[src/rtl/lp805x_clk_pkg.sv]
// Shared types and helpers for the lp805x clock-enable fabric.
package lp805x_clk_pkg;

  typedef enum logic [1:0] {
    ST_RUN  = 2'd0,
    ST_PEND = 2'd1,
    ST_GAP  = 2'd2
  } state_t;

  localparam int DEF_GAP_CYC = 2;

  function automatic int clog2(input int n);
    int r;
    r = 0;
    while ((1 << r) < n) r++;
    return r;
  endfunction

endpackage

[src/rtl/cen_div_cnt.sv]
// Programmable divider: registered one-cycle cen, one cycle after cnt reaches div.
// hold clears the counter and suppresses terminal count (dead gap).
module cen_div_cnt #(
  parameter int DIVW = 8
) (
  input  logic            clk,
  input  logic            rst,
  input  logic [DIVW-1:0] div,
  input  logic            hold,
  output logic            tc,
  output logic            cen
);

  logic [DIVW-1:0] cnt_d, cnt_q;
  logic            cen_d, cen_q;

  // Live compare: shrinking div below cnt forces an immediate terminal count.
  assign tc = !hold && (cnt_q >= div);

  always_comb begin
    cnt_d = cnt_q + DIVW'(1);
    if (hold || tc) cnt_d = '0;
    cen_d = tc;
  end

  always_ff @(posedge clk or negedge rst) begin
    if (!rst) begin
      cnt_q <= '0;
      cen_q <= 1'b0;
    end else begin
      cnt_q <= cnt_d;
      cen_q <= cen_d;
    end
  end

  assign cen = cen_q;

endmodule

[src/rtl/cen_sel_mux.sv]
// Clock-enable source selector: switches divider only at period end, then a dead gap.
// cen latency 1 cycle from terminal count; requests are strobes, rejects pulse sel_err.
module cen_sel_mux
  import lp805x_clk_pkg::*;
#(
  parameter int NSRC    = 4,
  parameter int SELW    = clog2(NSRC),
  parameter int DIVW    = 8,
  parameter int GAP_CYC = DEF_GAP_CYC
) (
  input  logic                 clk,
  input  logic                 rst,
  input  logic [NSRC*DIVW-1:0] div_cfg,
  input  logic [SELW-1:0]      sel,
  input  logic                 sel_stb,
  output logic                 cen,
  output logic [SELW-1:0]      cur_sel,
  output logic                 switching,
  output logic                 sel_err
);

  localparam int GAPW = 4;

  state_t          state_d, state_q;
  logic [SELW-1:0] cur_sel_d, cur_sel_q;
  logic [SELW-1:0] pend_sel_d, pend_sel_q;
  logic            switching_d, switching_q;
  logic            sel_err_d, sel_err_q;
  logic [GAPW-1:0] gap_d, gap_q;

  logic [DIVW-1:0] div_act;
  logic [SELW-1:0] pend_nxt;
  logic            sel_ok;
  logic            tc;

  always_comb begin
    div_act = '0;
    for (int i = 0; i < NSRC; i++) begin
      if (cur_sel_q == SELW'(i)) div_act = div_cfg[i*DIVW +: DIVW];
    end
  end

  assign sel_ok = int'(sel) < NSRC;

  cen_div_cnt #(.DIVW(DIVW)) u_div (
    .clk  (clk),
    .rst  (rst),
    .div  (div_act),
    .hold (state_q == ST_GAP),
    .tc   (tc),
    .cen  (cen)
  );

  always_comb begin
    state_d     = state_q;
    cur_sel_d   = cur_sel_q;
    pend_sel_d  = pend_sel_q;
    switching_d = switching_q;
    sel_err_d   = 1'b0;
    gap_d       = gap_q;
    pend_nxt    = pend_sel_q;
    case (state_q)
      ST_RUN: begin
        if (sel_stb) begin
          if (!sel_ok) begin
            sel_err_d = 1'b1;
          end else if (sel != cur_sel_q) begin
            pend_sel_d  = sel;
            switching_d = 1'b1;
            state_d     = ST_PEND;
          end
        end
      end
      ST_PEND: begin
        if (sel_stb && !sel_ok) sel_err_d = 1'b1;
        if (sel_stb && sel_ok) pend_nxt = sel;
        pend_sel_d = pend_nxt;
        // The final old-source cen still goes out; the gap starts after it.
        if (tc) begin
          if (GAP_CYC == 0) begin
            cur_sel_d   = pend_nxt;
            switching_d = 1'b0;
            state_d     = ST_RUN;
          end else begin
            gap_d   = '0;
            state_d = ST_GAP;
          end
        end
      end
      ST_GAP: begin
        if (sel_stb) sel_err_d = 1'b1;
        if (gap_q == GAPW'(GAP_CYC - 1)) begin
          cur_sel_d   = pend_sel_q;
          switching_d = 1'b0;
          state_d     = ST_RUN;
        end else begin
          gap_d = gap_q + GAPW'(1);
        end
      end
      default: state_d = ST_RUN;
    endcase
  end

  always_ff @(posedge clk or negedge rst) begin
    if (!rst) begin
      state_q     <= ST_RUN;
      cur_sel_q   <= '0;
      pend_sel_q  <= '0;
      switching_q <= 1'b0;
      sel_err_q   <= 1'b0;
      gap_q       <= '0;
    end else begin
      state_q     <= state_d;
      cur_sel_q   <= cur_sel_d;
      pend_sel_q  <= pend_sel_d;
      switching_q <= switching_d;
      sel_err_q   <= sel_err_d;
      gap_q       <= gap_d;
    end
  end

  assign cur_sel   = cur_sel_q;
  assign switching = switching_q;
  assign sel_err   = sel_err_q;

endmodule

[config.mk]
export PLATFORM = sky130hd
export DESIGN_NAME = cen_sel_mux
export DESIGN_NICKNAME = d
export VERILOG_FILES = /design/src/rtl/lp805x_clk_pkg.sv /design/src/rtl/cen_div_cnt.sv /design/src/rtl/cen_sel_mux.sv
export SDC_FILE = /design/constraint.sdc
export NUM_CORES = 1
export LEC_CHECK = 0
export CORE_MARGIN = 5
export CORE_UTILIZATION = 40
export CTS_BUF_LIST = sky130_fd_sc_hd__clkbuf_4
export DETAILED_ROUTE_END_ITERATION = 10
export PLACE_DENSITY_LB_ADDON = 0.15
export SLEW_MARGIN = 15
export SYNTH_ARGS = -nofsm -noshare
export SYNTH_HDL_FRONTEND = slang
export SYNTH_SLANG_ARGS = --single-unit
[constraint.sdc]
create_clock -name clk -period 7.4 [get_ports clk]
set_input_delay 2.22 -clock clk [delete_from_list [all_inputs] [get_ports clk]]
set_output_delay 2.22 -clock clk [all_outputs]
set_load 0.02 [all_outputs]
* Word-level counts from Yosys, hierarchy flattened *
Index checks and enable logic that the tools add are counted.

word-level totals
  register bits after elaboration = 21
  output and inout port bits = 5
  word-level logic and storage cells = 60
  input port bits = 37

operators by class
  reduce and logical (&&, ||, !) cells = 13
  equality and inequality tests = 13
  order comparisons = 1
  add/subtract/negate cells = 2
  multiplexer cells = 23

operators by type and width
  kind                                                             count
  8-bit two-way mux                                                5
  2-bit two-way mux                                                7
  4-bit AND reduction                                              3
  2-bit != test, second input constant                             5
  8-bit by 1-bit adder with 8-bit output, second input constant    1
  8-bit >= comparator                                              1
  4-bit two-way mux                                                2
  4-bit one-hot mux with 2 select lines                            1
  2-bit == test, second input constant                             3
  2-bit one-hot mux with 3 select lines                            1
  2-bit nonzero test                                               3
  1-bit two-way mux                                                5
  4-bit by 1-bit adder with 4-bit output, second input constant    1
  2-bit by 1-bit == test with 1-bit output, second input constant  2
  4-bit by 1-bit == test with 1-bit output, second input constant  1
  2-bit zero test                                                  2
  2-bit one-hot mux with 2 select lines                            1
  3-bit AND reduction                                              1
  2-bit by 1-bit != test with 1-bit output, second input constant  1
  2-bit != test                                                    1
  1-bit one-hot mux with 2 select lines                            1
  2-bit AND reduction                                              1
  1-bit logical AND                                                1
  1-bit zero test                                                  1
  1-bit logical OR                                                 1

* Logic depth before layout (Yosys ltp) *
Gate-level depths: netlist (run 1).

  depth after elaboration = 9
  depth in mapped cells = 8
  depth with buffers taken out = 7

* Hierarchy *
Synthesis (run 1) repeated with hierarchy kept, for this count alone.

unflattened totals
  cells, all modules = 125
  area, all modules = 1477.7 um^2

by module, submodules not included
  module       times used  seq. area each (um^2)  area an instance (um^2)  cells an instance
  cen_sel_mux  1           300.3                  839.6                    66
  cen_div_cnt  1           225.2                  638.1                    59

* Worst setup path after synthesis (run 1) *
OpenSTA, ideal clock, no wires.

  path type = in2reg
  start point = in div_cfg[24]
  end point = reg state_q[1]
  path buffers = 0
  cell stages on the path = 6
  data required time = 7.279 ns
  library setup time = 0.121 ns
  arrival = 3.947 ns
  setup slack = 3.332 ns
  cell sequence = mux4_2 -> ha_1 -> nand2b_1 -> a2111o_1 -> a31o_2 -> a22o_1

between the ends
  word-level cells in the longest chain between the ends = 5

RTL lines
  what                                                       RTL line            source
  start, declared                                            cen_sel_mux.sv:13   input logic [NSRC*DIVW-1:0] div_cfg,
  8-bit two-way mux                                          cen_sel_mux.sv:39   if (cur_sel_q == SELW'(i)) div_act = div_cfg[i*DIVW +: DIVW];
  8-bit >= comparator                                        cen_div_cnt.sv:18   assign tc = !hold && (cnt_q >= div);
  1-bit logical AND                                          cen_div_cnt.sv:18
  2-bit by 1-bit != test with 1-bit output (no source line)  --
  4-bit AND reduction (no source line)                       --
  end signal, assigned                                       cen_sel_mux.sv:113  state_q <= state_d;
  end, declared                                              cen_sel_mux.sv:24   state_t state_d, state_q;

Every way passes these cells.
A chain may end at the register's enable or synchronous reset.

* Final worst setup path (run 1) *
  start point = in div_cfg[16]
  end point = reg u_div.cnt_q[6]

between the ends
  word-level cells in the longest chain between the ends = 6

RTL lines
  what                            RTL line           source
  8-bit two-way mux (2 in a row)  cen_sel_mux.sv:39
  8-bit >= comparator             cen_div_cnt.sv:18
  1-bit logical AND               cen_div_cnt.sv:18
  1-bit logical OR                cen_div_cnt.sv:22  if (hold || tc) cnt_d = '0;
  8-bit two-way mux               cen_div_cnt.sv:22
  net u_div.cnt_d[6]              cen_div_cnt.sv:14  logic [DIVW-1:0] cnt_d, cnt_q;
  end signal, assigned            cen_div_cnt.sv:31  cnt_q <= cnt_d;
  end, declared                   cen_div_cnt.sv:14

The timed path passes the listed nets, and every way through them passes these cells.

==> metrics, run 1 <==
critical-path cell list=clkdlybuf4s50_1 -> mux4_2 -> ha_1 -> nand2b_1 -> a2111o_1 -> a311o_1 -> nor2_1; Setup WS pre-CTS=about 2800 ps; DP Wirelength=2.54 mm; Rows=21; Yosys top cell area share=0.393; CP Max Fanout=8; first-iteration detailed-routing DRC count=between 40 and 50; Worst EP arrival=4500 ps; RSZ-0062 raised after global routing=false; Worst Path Buf+Inv=1; synthesis warning total=0; largest family of logic cells by synthesized area=multiplexers; final clock skew=4.09 ps; synthesis-stage register bit count=21; Final nets=around 210; Synth Area in Compound Gates=0.102; All-Layer GR Usage=0.155; total negative setup slack=0 ps; CTS resizes=0; max cap viols=0; worst skew pair latency=approximately 300 ps; P_leak=between 0.0007 and 0.0008 uW; Final Hold Viols=0; XOR/XNOR share of the synthesized area=0.0590; area leader, netlist=dfrtp_1; CTS hold repair buffers=0; Post-route DRC=0; synthesized area per cell=11.0 um2; critical path's slowest cell=mux4_2; gr ovfl total=0; Num Clock Sinks=21; count of cell types in the netlist=33; total power=438 uW; most frequent cell after synthesis=dfrtp_1; adder-cell share of the synthesized area=0.103; Synth Flop Type=dfrtp_1; worst hold path startpoint=switching; Top delay family on crit path=compound AO/OA/AOI/OAI gates; f_max=235 MHz; post-synthesis net count=169; chip width=a little under 70 um; slowest stage delay, CP=~460 ps; number of global-route vias before repair=~1200; CTS tree=built; Post-synth EDFFs=0; Routed WL=slightly above 3 mm; hold slack=between 500 and 600 ps; I/O Pins=between 40 and 50; Routed Antenna Nets=0; Die Span Y=67.8 um; placed inst area=1790 um2; Die ar.=between 4000 and 5000 um2; worst flop-to-flop path startpoint=cur_sel[0]; Final WS setup=between 3000 and 4000 ps; layout cells sized above 1=0.123; TritonCTS Buffers=3; fin. max-slew vios=0; clk buf depth=2; Worst Tran Pin Value=a little over 900 ps; drt pass-1 iters=4; Max rail drop VDD=about 0.12 mV; Worst slew margin=0.392; core box area=between 3000 and 4000 um2; clk root buf=clkbuf_4; Req. time, crit path=roughly 7600 ps; global-route wire length before repair=around 5.3 mm; status=finished, final reports clean; Avg WL per Cell=approximately 14 um; CP Launch Type=input pin; post-synthesis mux area share=0.169; synth-to-layout area growth=35.9%; via count=around 1100; mapped cell area=about 1300 um2; Synth Instances=approximately 120; depth of the CTS H-tree=1; Post-CTS Setup Bufs=0; register area=between 500 and 600 um2; PortBufs=just over 40; initial antenna violation count=0; fin area=1820 um2; Hold Crit Class=flip-flop to flip-flop; via/cell ratio=5.03; Post-synth ARST share=1.00; top cells by area, synth=dfrtp_1 39%, mux4_2 13%, ha_1 10%, nor2_1 3.7%, mux2_2 3.4%; Simple-Gate Fraction of Synth Area=0.131; area of the multi-input gates=~750 um2; Commonest cells post-synth=21 x dfrtp_1, 13 x nor2_1, 11 x ha_1, 11 x inv_1, 8 x mux4_2; Setup violations, final=0; crit path time final=approximately 4300 ps; Setup crit end kind=flip-flop; Power Density=between 200 and 250 nW/um2; Ant. Diodes=0; Initial Util=0.407; largest net degree at the start of global routing=22; CP Launch Point=div_cfg[16]; register area share after synthesis=0.393; Filler Cells Inserted=311; Final Cycle Share=0.575; gpl congestion=0.865; clk slew on worst S/H paths=roughly 120 ps; Setup CP Type=input pin to flip-flop
## layer usage
layer  up-vias  part of all wire  track usage
li1        514                 -            -
met1       505              0.43        0.192
met5         -                 0            0
met4         0             0.020       0.0422
met2        26              0.50        0.258
met3         6             0.051       0.0516
## power breakdown
group          internal [uW]  switching, uW
clock                   20.2           34.7
sequential               151           45.0
combinational           99.9           87.4
## layout make-up
type | count | area share
multi-input combinational | 86 | 0.415
sequential | 21 | 0.289
timing repair buffer | 41 | 0.226
tap | 46 | 0.0317
inverter | 11 | 0.0227
clock buffer | 3 | 0.0124
clock inverter | 1 | 0.00276
## cell usage in the layout, fill, tap and decap left out, drive strengths merged
cell / Yosys / layout
nand4: 1 / 1
a311o: 1 / 1
a31o: 1 / 1
nand2: 6 / 6
clkinv: 0 / 1
a221oi: 1 / 1
ha: 11 / 11
o22ai: 1 / 1
o311ai: 1 / 1
nand3b: 1 / 1
xnor2: 4 / 4
o21a: 1 / 1
nor3: 2 / 2
mux2: 4 / 4
and2: 1 / 1
nand2b: 2 / 2
o21ai: 4 / 4
or3b: 1 / 1
nor3b: 1 / 1
a2111o: 1 / 1
dfrtp: 21 / 21
clkbuf: 1 / 3
mux4: 8 / 8
a21oi: 5 / 5
and3: 1 / 1
nand3: 4 / 4
nor2: 13 / 13
clkdlybuf4s50: 0 / 41
a22o: 1 / 1
a211oi: 1 / 1
inv: 11 / 11
nor2b: 3 / 3
xor2: 5 / 5
## sequential cells by signal (all words and copies together) (netlist names)
| signal | flops |
|---|---|
| gap_q | 4 |
| sel_err | 1 |
| switching | 1 |
| u_div.cnt_q | 8 |
| u_div.cen | 1 |
| cur_sel | 2 |
| pend_sel_q | 2 |
| state_q | 2 |
## kinds of logic after synthesis
family | after synthesis
and+or+nand+nor | 36
DFF | 21
muxes | 12
xor gates and xnor gates | 9
buffers and inverters | 14
AOI/OAI and AO/OA | 18
adders and majority gates | 11
## path summary, 6_finish.rpt
kind	endpoint	slack [ps]	cells after the start
setup / recovery	u_div.cnt_q[6]	3140	7
hold / removal	switching	510	1
setup reg to reg	u_div.cnt_q[6]	4630	6
hold reg to reg	switching	510	1
max in group asynchronous	switching	4430	1
min in group asynchronous	u_div.cnt_q[7]	2410	1
## per-stage QoR
stage          cells   util
6_report         209  0.553
3_3_place_gp     205  0.544
4_1_cts          209  0.553
5_1_grt          209  0.553
3_5_place_dp     205  0.544
2_1_floorplan    121      -
No activity file was read; power rests on OpenSTA's default activity.
==> run 2: changes to the inputs <==
==> constraint.sdc (replaced) <==
create_clock -name clk -period 4.3 [get_ports clk]
set_input_delay 1.29 -clock clk [delete_from_list [all_inputs] [get_ports clk]]
set_output_delay 1.29 -clock clk [all_outputs]
set_load 0.02 [all_outputs]
==> results of run 2 <==
The final DEF is identical to that of run 1. Status: finished, final reports clean.
Main changes from that run: setup slack after placement 2810 ps -> 644 ps; setup slack after layout 3140 ps -> 973 ps; register-to-register setup slack 4630 ps -> 1530 ps; total power 438 uW -> 754 uW; worst IR drop on VDD 0.121 mV -> 0.208 mV
==> run 3: changes to the inputs <==
==> constraint.sdc (replaced) <==
create_clock -name clk -period 3.3 [get_ports clk]
set_input_delay 0.99 -clock clk [delete_from_list [all_inputs] [get_ports clk]]
set_output_delay 0.99 -clock clk [all_outputs]
set_load 0.02 [all_outputs]
==> run 3 against run 2 <==
  * Sequential cell count unchanged
  * Worst hold slack got worse by 5.4 ps
  * Sequential power increased by 28%
  * Final area increased by 0.83%
  * Utilization increased by 0.46 points
  * Highest routed layer unchanged
==> metrics, run 3 (synthesized netlist as in run 1, its figures left out) <==
status=finished, final reports clean; Worst Tran Pin Value=526 ps (-383 ps); CP Launch Type=input pin; Initial Util=0.407 (unchanged); TritonCTS Buffers=3 (unchanged); total negative setup slack=0 ps (unchanged); Hold Crit Class=flip-flop to flip-flop; Req. time, crit path=about 3500 ps; largest net degree at the start of global routing=22 (unchanged); number of global-route vias before repair=1068 (-8.3%); Post-route DRC=0 (unchanged); Critical R2R Capture=u_div.cnt_q[7]; Routed Antenna Nets=0 (unchanged); fin. max-slew vios=0 (unchanged); DP Wirelength=2.48 mm (-2.6%); crit path time final=roughly 3000 ps; area of the multi-input gates=753 um2 (unchanged); fin util=0.557 (+0.00457); Filler Cells Inserted=298 (-4.2%); All-Layer GR Usage=0.140 (-0.0153); Num Clock Sinks=21 (unchanged); initial antenna violation count=0 (unchanged); I/O Pins=42 (unchanged); most common cell after layout, fill and taps aside=clkdlybuf4s50_1; Largest regs=u_div.cnt_q: 8 flops, gap_q: 4 flops; chip width=67.8 um (unchanged); via/cell ratio=4.98 (-0.95%); Post-CTS Setup Bufs=0 (unchanged); Final WS setup=around 260 ps; hold depth=1 (unchanged); via count=1051 (unchanged); fin area=1830 um2 (+0.83%); Worst EP arrival=3280 ps; worst skew pair latency=310 ps (about the same); gpl congestion=0.826 (-4.5%); global-route wire length before repair=4.79 mm (-9.6%); worst flop-to-flop path startpoint=cur_sel[0]; synth-to-layout area growth=37.0%; Reg2Reg Depth=6 (unchanged); clk slew on worst S/H paths=120 ps (about the same); CTS hold repair buffers=0 (unchanged); Max rail drop VDD=approximately 0.26 mV; most flop-heavy register=u_div.cnt_q; Die ar.=4600 um2 (unchanged); commonest non-fill, non-tap cells in the layout=41 x clkdlybuf4s50_1, 21 x dfrtp_1, 13 x nor2_1; worst reg2reg setup slack=730 ps; Routed WL=2.90 mm (-4.4%); Avg WL per Cell=13.7 um (-5.3%); Setup WS pre-CTS=-77.2 ps; Setup CP Type=input pin to flip-flop; clk root buf=clkbuf_4; CTS resizes=0 (unchanged); core box area=3280 um2 (unchanged); final clock skew=3.97 ps (-0.121 ps); Setup crit end kind=flip-flop; CTS tree=built; Setup violations, final=0 (unchanged); hold slack=502 ps (-5.38 ps); Worst slew margin=0.648 (+0.257); first-iteration detailed-routing DRC count=37 (-12%); depth of the CTS H-tree=1 (unchanged); CP Max Fanout=8 (unchanged); layout cells sized above 1=0.133 (+0.0106); Final Cycle Share=0.921; Final Hold Viols=0 (unchanged); max reg flops=8 (unchanged); clk buf depth=2 (unchanged); RSZ-0062 raised after global routing=false; P_leak=0.000788 uW (+1.3%); PortBufs=41 (unchanged); worst hold path startpoint=u_div.cnt_q[0]; max cap viols=0 (unchanged); Rows=21 (unchanged); f_max=around 330 MHz; gr ovfl total=0 (unchanged); Final nets=214 (+0.94%); placed inst area=1800 um2 (+0.84%); register area=526 um2 (unchanged); endpoint of the worst hold path=u_div.cnt_q[0]; Power Density=537 nW/um2; Ant. Diodes=0 (unchanged); drt pass-1 iters=4 (unchanged); Die Span Y=67.8 um (unchanged)
-- run 3: worst max path at each step --
stage	from	to	slack [ps]	cells after the start
2_1_floorplan	div_cfg[24]	state_q[1]	460	6
3_3_place_gp	div_cfg[24]	state_q[1]	-30	7
3_5_place_dp	div_cfg[24]	u_div.cnt_q[7]	-80	7
4_1_cts	div_cfg[24]	u_div.cnt_q[7]	260	7
5_1_grt	div_cfg[24]	u_div.cnt_q[1]	210	7
6_report	div_cfg[24]	u_div.cnt_q[7]	260	7
-- run 3: worst max-delay path, cell delays in order --
cell and delay (ps):
clkdlybuf4s50_1 400, mux4_2 470, ha_1 270, nand2b_1 140, a2111o_1 430, a311o_1 440, nor2_1 150
-- run 3: final cells by class --
cell class	count	share of cell area
Multi-Input combinational cell	86	0.411
Clock inverter	1	0.00273
Sequential cell	21	0.287
Tap cell	46	0.0314
Clock buffer	3	0.0123
Timing Repair Buffer	43	0.232
Inverter	11	0.0226
-- run 3: per-layer routing --
metal  vias up  part of all wire  track usage
li1        522                 -            -
met1       499              0.47        0.181
met3         7             0.034       0.0316
met5         -                 0            0
met2        23              0.48        0.233
met4         0             0.016       0.0397
-- run 3: per-stage QoR --
step	power, uW	cells
after floorplan	723	121
after global placement	851	207
after detailed placement	868	207
after CTS	995	211
after global routing	1070	211
final	983	211
-- run 3: report_power, final --
group	internal, uW	switching [uW]
combinational	227	199
sequential	338	93.9
clock	45.3	79.7
